File: config.mk
export PLATFORM = sky130hd
export DESIGN_NAME = cls_vote_unit_flat
export DESIGN_NICKNAME = d
export VERILOG_FILES = /design/src/rtl/cls_vote_if.sv /design/src/rtl/cls_vote_unit.sv /design/src/flat_wrapper.sv
export SDC_FILE = /design/constraint.sdc
export NUM_CORES = 1
export LEC_CHECK = 0
export CORE_MARGIN = 3
export CORE_UTILIZATION = 30
export DETAILED_ROUTE_END_ITERATION = 6
export GPL_TIMING_DRIVEN = 0
export PLACE_DENSITY = 0.6
export SLEW_MARGIN = 5
export SYNTH_ARGS = -nofsm -noshare
export SYNTH_HDL_FRONTEND = slang
export SYNTH_SLANG_ARGS = --single-unit
File: constraint.sdc
create_clock -name clk -period 3.7 [get_ports clk]
set_clock_uncertainty 0.15 [all_clocks]
set_input_delay 0.555 -clock clk [delete_from_list [all_inputs] [get_ports clk]]
set_output_delay 0.555 -clock clk [all_outputs]
set_load 0.01 [all_outputs]
File: src/rtl/cls_vote_if.sv
// cls_vote_if: replicated-core request bundles in, voted bundle and health status out
interface cls_vote_if #(
    parameter int NUM_CORES = 3,
    parameter int AW = 32,
    parameter int DW = 32,
    parameter int CNT_W = 8
);
    logic [NUM_CORES-1:0]          instr_req;
    logic [NUM_CORES*AW-1:0]       instr_addr;
    logic [NUM_CORES-1:0]          data_req;
    logic [NUM_CORES-1:0]          data_we;
    logic [NUM_CORES*(DW/8)-1:0]   data_be;
    logic [NUM_CORES*AW-1:0]       data_addr;
    logic [NUM_CORES*DW-1:0]       data_wdata;
    logic [NUM_CORES-1:0]          core_busy;
    logic                          fault;
    logic                          valid;
    logic [NUM_CORES-1:0]          dis_mask;
    logic [NUM_CORES-1:0]          excl_mask;
    logic [CNT_W-1:0]              fault_cnt;
    logic [1:0]                    state;
    logic [AW-1:0]                 v_instr_addr;
    logic [AW-1:0]                 v_data_addr;
    logic [DW-1:0]                 v_data_wdata;
    modport master (
        output instr_req, instr_addr, data_req, data_we, data_be, data_addr, data_wdata, core_busy,
        input  fault, valid, dis_mask, excl_mask, fault_cnt, state, v_instr_addr, v_data_addr, v_data_wdata
    );
    modport slave (
        input  instr_req, instr_addr, data_req, data_we, data_be, data_addr, data_wdata, core_busy,
        output fault, valid, dis_mask, excl_mask, fault_cnt, state, v_instr_addr, v_data_addr, v_data_wdata
    );
endinterface

File: src/rtl/cls_vote_unit.sv
// cls_vote_unit: bitwise majority voter for lockstep cores with fault tracking and health FSM
module cls_vote_unit #(
    parameter int NUM_CORES = 3,
    parameter int AW = 32,
    parameter int DW = 32,
    parameter int CNT_W = 8,
    parameter int FATAL_THR = 4
) (
    input  logic       clk,
    input  logic       rst,
    input  logic       clear,
    cls_vote_if.slave  bus
);
    localparam int BEW  = DW / 8;
    localparam int BW   = 4 + 2 * AW + BEW + DW;
    localparam int O_DA = DW;
    localparam int O_IA = DW + AW + BEW + 2;
    localparam int HALF = NUM_CORES / 2;
    localparam logic [CNT_W-1:0] THR = CNT_W'(FATAL_THR);
    typedef enum logic [1:0] {OK = 2'd0, DEGRADED = 2'd1, FATAL = 2'd2} state_t;
    state_t st, st_n;
    logic [BW-1:0] b [NUM_CORES];
    logic [BW-1:0] v;
    logic [NUM_CORES-1:0] dis, dis_n, dis_q, excl, excl_n;
    logic [CNT_W-1:0] cnt, cnt_n;
    logic cmp, fevt, nomaj, fault_q, valid_q;
    logic [AW-1:0] iaddr_q, daddr_q;
    logic [DW-1:0] wdata_q;
    genvar i, j, k;
    // Fields of an idle request channel are masked to zero so stale buses never vote
    for (i = 0; i < NUM_CORES; i++) begin : g_core
        assign b[i] = {bus.core_busy[i], bus.instr_req[i],
                       bus.instr_req[i] ? bus.instr_addr[i*AW +: AW] : {AW{1'b0}},
                       bus.data_req[i],
                       bus.data_req[i] ? {bus.data_we[i], bus.data_be[i*BEW +: BEW], bus.data_addr[i*AW +: AW]}
                                       : {(1 + BEW + AW){1'b0}},
                       (bus.data_req[i] & bus.data_we[i]) ? bus.data_wdata[i*DW +: DW] : {DW{1'b0}}};
        assign dis[i] = b[i] != v;
    end
    for (k = 0; k < BW; k++) begin : g_bit
        logic [NUM_CORES-1:0] col;
        for (j = 0; j < NUM_CORES; j++) begin : g_col
            assign col[j] = b[j][k];
        end
        assign v[k] = $countones(col) > HALF;
    end
    assign cmp    = (|bus.instr_req) | (|bus.data_req);
    assign dis_n  = cmp ? dis : '0;
    assign fevt   = |dis_n;
    assign nomaj  = $countones(dis_n) > HALF;
    assign cnt_n  = (fevt && cnt != '1) ? cnt + 1'b1 : cnt;
    assign excl_n = excl | dis_n;
    always_comb begin
        st_n = clear ? OK
             : (st == FATAL || nomaj || cnt_n >= THR || $countones(excl_n) > HALF) ? FATAL
             : (fevt || st == DEGRADED) ? DEGRADED : OK;
    end
    always_ff @(posedge clk or negedge rst) begin
        if (!rst) st <= OK;
        else st <= st_n;
    end
    always_ff @(posedge clk or negedge rst) begin
        if (!rst) begin
            fault_q <= 1'b0;
            valid_q <= 1'b0;
            dis_q   <= '0;
            excl    <= '0;
            cnt     <= '0;
            iaddr_q <= '0;
            daddr_q <= '0;
            wdata_q <= '0;
        end else begin
            fault_q <= !clear && fevt;
            valid_q <= cmp && !nomaj;
            dis_q   <= clear ? '0 : dis_n;
            excl    <= clear ? '0 : excl_n;
            cnt     <= clear ? '0 : cnt_n;
            if (cmp) begin
                iaddr_q <= v[O_IA +: AW];
                daddr_q <= v[O_DA +: AW];
                wdata_q <= v[0 +: DW];
            end
        end
    end
    assign bus.fault        = fault_q;
    assign bus.valid        = valid_q;
    assign bus.dis_mask     = dis_q;
    assign bus.excl_mask    = excl;
    assign bus.fault_cnt    = cnt;
    assign bus.state        = st;
    assign bus.v_instr_addr = iaddr_q;
    assign bus.v_data_addr  = daddr_q;
    assign bus.v_data_wdata = wdata_q;
endmodule

File: src/flat_wrapper.sv
// flat-port wrapper written by rule: the top's interface ports become plain ports
module cls_vote_unit_flat 
#(
    parameter int NUM_CORES = 3,
    parameter int AW = 32,
    parameter int DW = 32,
    parameter int CNT_W = 8,
    parameter int FATAL_THR = 4
)
  (clk, rst, clear, bus_instr_req, bus_instr_addr, bus_data_req, bus_data_we, bus_data_be, bus_data_addr, bus_data_wdata, bus_core_busy, bus_fault, bus_valid, bus_dis_mask, bus_excl_mask, bus_fault_cnt, bus_state, bus_v_instr_addr, bus_v_data_addr, bus_v_data_wdata);
  cls_vote_if #(.NUM_CORES(NUM_CORES), .AW(AW), .DW(DW), .CNT_W(CNT_W)) bus_i ();
  input  logic clk;
  input  logic rst;
  input  logic clear;
  input wire logic [$bits(bus_i.instr_req)-1:0] bus_instr_req;
  input wire logic [$bits(bus_i.instr_addr)-1:0] bus_instr_addr;
  input wire logic [$bits(bus_i.data_req)-1:0] bus_data_req;
  input wire logic [$bits(bus_i.data_we)-1:0] bus_data_we;
  input wire logic [$bits(bus_i.data_be)-1:0] bus_data_be;
  input wire logic [$bits(bus_i.data_addr)-1:0] bus_data_addr;
  input wire logic [$bits(bus_i.data_wdata)-1:0] bus_data_wdata;
  input wire logic [$bits(bus_i.core_busy)-1:0] bus_core_busy;
  output wire logic [$bits(bus_i.fault)-1:0] bus_fault;
  output wire logic [$bits(bus_i.valid)-1:0] bus_valid;
  output wire logic [$bits(bus_i.dis_mask)-1:0] bus_dis_mask;
  output wire logic [$bits(bus_i.excl_mask)-1:0] bus_excl_mask;
  output wire logic [$bits(bus_i.fault_cnt)-1:0] bus_fault_cnt;
  output wire logic [$bits(bus_i.state)-1:0] bus_state;
  output wire logic [$bits(bus_i.v_instr_addr)-1:0] bus_v_instr_addr;
  output wire logic [$bits(bus_i.v_data_addr)-1:0] bus_v_data_addr;
  output wire logic [$bits(bus_i.v_data_wdata)-1:0] bus_v_data_wdata;
  assign bus_i.instr_req = bus_instr_req;
  assign bus_i.instr_addr = bus_instr_addr;
  assign bus_i.data_req = bus_data_req;
  assign bus_i.data_we = bus_data_we;
  assign bus_i.data_be = bus_data_be;
  assign bus_i.data_addr = bus_data_addr;
  assign bus_i.data_wdata = bus_data_wdata;
  assign bus_i.core_busy = bus_core_busy;
  assign bus_fault = bus_i.fault;
  assign bus_valid = bus_i.valid;
  assign bus_dis_mask = bus_i.dis_mask;
  assign bus_excl_mask = bus_i.excl_mask;
  assign bus_fault_cnt = bus_i.fault_cnt;
  assign bus_state = bus_i.state;
  assign bus_v_instr_addr = bus_i.v_instr_addr;
  assign bus_v_data_addr = bus_i.v_data_addr;
  assign bus_v_data_wdata = bus_i.v_data_wdata;
  cls_vote_unit #(.NUM_CORES(NUM_CORES), .AW(AW), .DW(DW), .CNT_W(CNT_W), .FATAL_THR(FATAL_THR)) u_core (.clk(clk), .rst(rst), .clear(clear), .bus(bus_i));
endmodule
-- After elaboration in Yosys (flattened, before gate mapping)
Index checks and enable logic that the tools add are counted.
- multiplexer cells: 17
- bitwise logic cells: 5
- reduce and logical (&&, ||, !) cells: 12
- add/sub/neg operators: 213
- equal/unequal tests: 6
- magnitude comparators: 107
- operators with widths (kind ; count):
    $add A32 B1 Y32 ; 106
    $gt A32 B2 Y1 const B ; 106
    $ne A104 B104 Y1 ; 3
    $add A1 B1 Y2 ; 106
    $mux W32 ; 6
    $mux W37 ; 3
    $mux W8 ; 2
    $mux W3 ; 3
    $reduce_or A3 Y1 ; 3
    $add A8 B1 Y8 const B ; 1
    $ge A8 B3 Y1 const B ; 1
    $ne A8 B8 Y1 const B ; 1
    $logic_or A1 B1 Y1 ; 4
    $mux W2 ; 2
    $and A1 B1 Y1 ; 3
    $logic_and A1 B1 Y1 ; 3
    $or A3 B3 Y3 ; 1
    $eq A2 B1 Y1 const B ; 1
    $eq A2 B2 Y1 const B ; 1
    $logic_not A1 Y1 ; 2
    $mux W1 ; 1
    $or A1 B1 Y1 ; 1
- input bits: 315
- word-level logic and storage cells: 369
- register bits: 114
- output and inout bits: 114

-- Logic depth before layout (Yosys ltp)
- depth after elaboration: 15
- mapped depth: 20
- mapped depth without buffers: 18

-- Worst setup path after synthesis
Ideal clock, no wire load.
- kind: input to register
- from: input port bus_data_req[1]
- to: register u_core.st[0], in the netlist u_core.bus.state[0]
- arrival: 4441 ps
- path buffers: 3
- data required time: 3484 ps
- library setup time: 66 ps
- stages on the path: 18
- slack: -958 ps
- cell sequence: clkbuf_1 clkbuf_1 clkbuf_1 and2_1 ha_1 a31oi_1 nor2_1 a211oi_1 nand3_1 or4_1 nor3_1 a31oi_1 or2_1 ha_1 a2111oi_0 o311a_1 and4b_1 and3_1
- longest elaborated chain between the ends: 15
- elaborated cells on any way between the ends: 237
- classes of those cells: 144 x add/sub; 73 x order compare; 3 x eq/ne; 7 x mux; 3 x bitwise; 7 x reduce/logical
- ends and longest elaborated chain (item ; line ; text):
    from (decl) ; flat_wrapper.sv:17 ; input wire logic [$bits(bus_i.data_req)-1:0] bus_data_req;
    $and A1 B1 Y1 ; cls_vote_unit.sv:37 ; (bus.data_req[i] & bus.data_we[i]) ? bus.data_wdata[i*DW +: DW] : {DW{1'b0}}};
    $mux W32 ; cls_vote_unit.sv:37 ;
    $add A1 B1 Y2 (not written as such) ; cls_vote_unit.sv:45 ; assign v[k] = $countones(col) > HALF;
    $add A32 B1 Y32 (not written as such) ; cls_vote_unit.sv:45 ;
    $gt A32 B2 Y1 ; cls_vote_unit.sv:45 ;
    $ne A104 B104 Y1 ; cls_vote_unit.sv:38 ; assign dis[i] = b[i] != v;
    $mux W3 (*) ; cls_vote_unit.sv:48 ; assign dis_n = cmp ? dis : '0;
    $add A1 B1 Y2 (not written as such) / $reduce_or A3 Y1 (equally long branches) ; cls_vote_unit.sv:50, cls_vote_unit.sv:49 ;
    $add A32 B1 Y32 (not written as such) / $logic_and A1 B1 Y1 (equally long branches) ; cls_vote_unit.sv:50, cls_vote_unit.sv:51 ;
    $gt A32 B2 Y1 / $mux W8 (equally long branches) ; cls_vote_unit.sv:50, cls_vote_unit.sv:51 ;
    $logic_or A1 B1 Y1 / $ge A8 B3 Y1 (equally long branches) ; cls_vote_unit.sv:55 ; : (st == FATAL || nomaj || cnt_n >= THR || $countones(excl_n) > HALF) ? FATAL
    $logic_or A1 B1 Y1 (2 in series) ; cls_vote_unit.sv:55 ;
    $mux W2 (*) ; cls_vote_unit.sv:55 ;
    $mux W2 (*) ; cls_vote_unit.sv:54 ; st_n = clear ? OK
    via u_core.st_n[0] ; cls_vote_unit.sv:21 ; state_t st, st_n;
    to (signal assigned) ; cls_vote_unit.sv:60 ; else st <= st_n;
    to (decl) ; cls_vote_unit.sv:21 ;
The timed path passes the listed nets; every way through them passes the cells marked *.
A chain may end at the register's enable or synchronous reset.

-- Worst setup path after layout
Ends and elaborated chain as after synthesis.

==> results by group <==
Clock network
  • Clk buf depth: 2
  • H-tree Lvls: 4
  • Clk slew on worst S/H paths: 0.06 ns
  • CTS tree: built
  • Clock latency on the worst-skew pair: 0.49 ns
  • Clock root buffer: clkbuf_16
  • CTS buffer count: 17
  • Clock tree sinks: 114

Flow run
  • Max-Cap Viols: 0

Placed design
  • Dpl hpwl: 77.19 mm
  • Pre-CTS setup slack: -4.217 ns
  • Placed inst area: 0.01771 sq mm
  • Routability cong.: 1.044
  • IO buf count: 427

Power and ir drop
  • Leakage: 0.008389 uW
  • Power Density: 264.6 mW/mm^2
  • Peak supply drop: 336.6 uV
  • Tot Pwr: 5480 uW

Timing
  • Fin. Hold Viols: 0
  • Max Freq: 218.9 MHz
  • RSZ-0062 raised after global routing: true
  • Slew Limit Fails: 0
  • Min Tclk post-route: 4.569 ns
  • Rel. slew slack: 15.31%
  • Final setup vio count: 15
  • Final period utilization: 123.5%
  • Worst setup margin: -0.8688 ns
  • TNS Setup: -6.101 ns
  • Worst-Margin Slew: 1.270 ns

Global route
  • Global-route wire length before repair: 124.0 mm
  • Largest net degree at the start of global routing: 67
  • Vias in the first global route: 15880
  • Global route overflow: 0
  • Antenna violations before repair: 7
  • All-Layer GR Usage: 40.65%

Layout
  • Finished Cell Area: 0.02071 sq mm
  • Area growth syn-to-layout: 66.20%
  • Share of cells above drive strength 1: 17.07%
  • Fin util: 50.61%
  • Nets: 2497
  • Fillers: 3933

Synth
  • Synth area leaders: dfrtp_1 23%, ha_1 11%, xnor2_1 10%, and2_1 7.0%, a31oi_1 5.6%
  • Syn nets: 1989
  • Post-Syn Area: 0.01246 sq mm
  • Largest area contributor in the netlist: dfrtp_1
  • Sequential cell area fraction in the yosys report: 22.89%
  • Mapped Avg Cell Area: 7.969 sq um
  • Synth Flop Type: dfrtp_1
  • Count of cell types in the netlist: 75
  • Async SR Flop Fraction: 100.0%
  • Flops & latches, synth: 114
  • Synthesized netlist cell count: 1564
  • Top-area cell type share of the netlist area: 22.89%
  • Ys Warns: 0
  • Post-synth EDFFs: 0

Worst hold path
  • Hold Path Depth: 2
  • Hold crit path type: in -> reg

Floorplanning
  • Io pins: 429
  • Die ar.: 0.04403 sq mm
  • Overall die width: 209.8 um
  • Die height: 209.8 um
  • Initial Utilization: 30.45%
  • Num rows: 74
  • Core Area: 0.04092 sq mm

Critical path
  • CP endpoint kind: register
  • Crit path kind: in -> reg
  • WP data required: 3.98 ns
  • Critical path's slowest cell: nor4_4
  • CP Depth: 18
  • Startpoint class of the critical path: input port
  • Reg2reg setup slack: 1.30 ns
  • CP Cell Sequence: buf_12, clkbuf_16, clkbuf_16, and2_4, ha_4, a31oi_4, xnor2_4, nor4_4, nand4b_1, nor4_4, and4_4, a31oi_4, or2_4, ha_4, a2111oi_4, o311a_1, and4b_1, and3_1
  • R2r worst-path depth: 10
  • CP Max Fanout: 6
  • CP peak stage delay: 0.49 ns
  • Crit path buf inv count: 3
  • CP top delay family: simple AND/OR/NAND/NOR gates
  • WP data arrival: 4.85 ns

Detailed routing
  • Routed Antenna Nets: 0
  • DRC: 0
  • Final wirelength: 91.96 mm
  • Post-DR wirelength/cell: 35.10 um
  • Post-detailed-route via-to-cell ratio: 6.063
  • Vias post-DR: 15880
  • Drt first pass iters: 5
  • Drt initial violations: 1711

Run status
  • Status: finished, violations left
  • Failing checks: setup timing
[layer usage]
metal / GRT usage, % / part of all wire (%) / vias to the layer above
met5: 0 / 0.043 / -
met4: 20.00 / 5.8 / 6
met3: 8.670 / 8.6 / 200
met2: 64.10 / 45 / 1027
met1: 52.80 / 41 / 7885
li1: - / - / 6766
[cell families (layout without fill, tap and decap cells)]
logic type	count (synthesis)	after routing	share of synthesized area [%]
flops	114	114	22.89
other cells	0	3	0
xor+xnor	170	170	11.95
compound gates	367	367	19.02
fa+ha+maj	110	110	11.04
buf+inv	135	656	4.397
simple gates	663	663	30.19
mux	5	5	0.5120
[cells in the final DEF (no fill, tap or decap), types with 25 or more instances in the layout]
| cell type | count |
|---|---|
| and3_1 | 58 |
| buf_4 | 61 |
| a21oi_1 | 124 |
| ha_1 | 84 |
| and2_1 | 120 |
| nor3b_1 | 39 |
| nor4_1 | 26 |
| clkbuf_1 | 28 |
| nand2b_1 | 27 |
| dfrtp_1 | 114 |
| clkdlybuf4s50_1 | 412 |
| inv_1 | 58 |
| nor2_1 | 169 |
| clkbuf_16 | 25 |
| xnor2_1 | 141 |
| a31oi_4 | 47 |
| a31oi_1 | 52 |
| nand2_1 | 43 |
[through the flow]
stage                     cells  hold WS (ns)
after CTS                  2606        0.2878
after global placement     2523        0.3615
after global routing       2617        0.3322
after detailed placement   2524        0.3696
after floorplan            1564        0.1094
final                      2620        0.3151
[report_power, final]
| part | switching, uW | internal, uW |
|---|---|---|
| Sequential | 41.6 | 1320 |
| Combinational | 1350 | 1070 |
| Clock | 691 | 1010 |
[cells in the mapped netlist (all sizes together), types with 15 or more instances]
cell	n
xor2	23
xnor2	147
and3	69
nor2b	27
clkbuf	53
ha	110
nor4	54
nand2	43
nor3	15
a31oi	115
and2	139
nor3b	41
dfrtp	114
a21oi	125
buf	22
nand2b	28
o2111ai	15
nand4	15
nor2	170
inv	60
o22ai	23
[repair_timing]
action                                  in CTS  in global routing
gates resized for setup                    347                 71
hold buffers                                 1                  0
gates cloned                                 1                  1
endpoints found under the hold margin       48                  0
pin swaps                                   60                 28
setup buffers                               48                 10
endpoints found under the setup margin     114                 39
[final timing paths]
path / start / endpoint
setup reg to reg: u_core.bus.fault_cnt[2] / u_core.bus.state[0]
hold reg to reg: u_core.bus.v_data_wdata[10] / u_core.bus.v_data_wdata[10]
setup / recovery: bus_data_req[1] / u_core.bus.state[0]
hold / removal: clear / u_core.bus.excl_mask[1]
max in group asynchronous: rst / u_core.bus.v_data_addr[5]
min in group asynchronous: rst / u_core.bus.v_instr_addr[18]
[state kept, by name (all words and copies together), names as in the netlist]
signal / flops
u_core.bus.state: 2
u_core.bus.fault_cnt: 8
u_core.bus.fault: 1
u_core.bus.v_data_addr: 32
u_core.bus.v_data_wdata: 32
u_core.bus.excl_mask: 3
u_core.bus.v_instr_addr: 32
u_core.bus.dis_mask: 3
u_core.bus.valid: 1
[final cells by class]
cell class	count	area (sq um)	area share, %
Clock buffer	21	450.4	2.175
Sequential cell	114	2853	13.77
Inverter	60	225.2	1.087
Multi-Input combinational cell	1315	10840	52.31
Antenna cell	3	7.507	0.03624
Clock inverter	11	130.1	0.6282
Timing Repair Buffer	489	4785	23.10
Buffer	75	762.0	3.679
Tap cell	532	665.6	3.214
(Power assumes the default switching activity.)
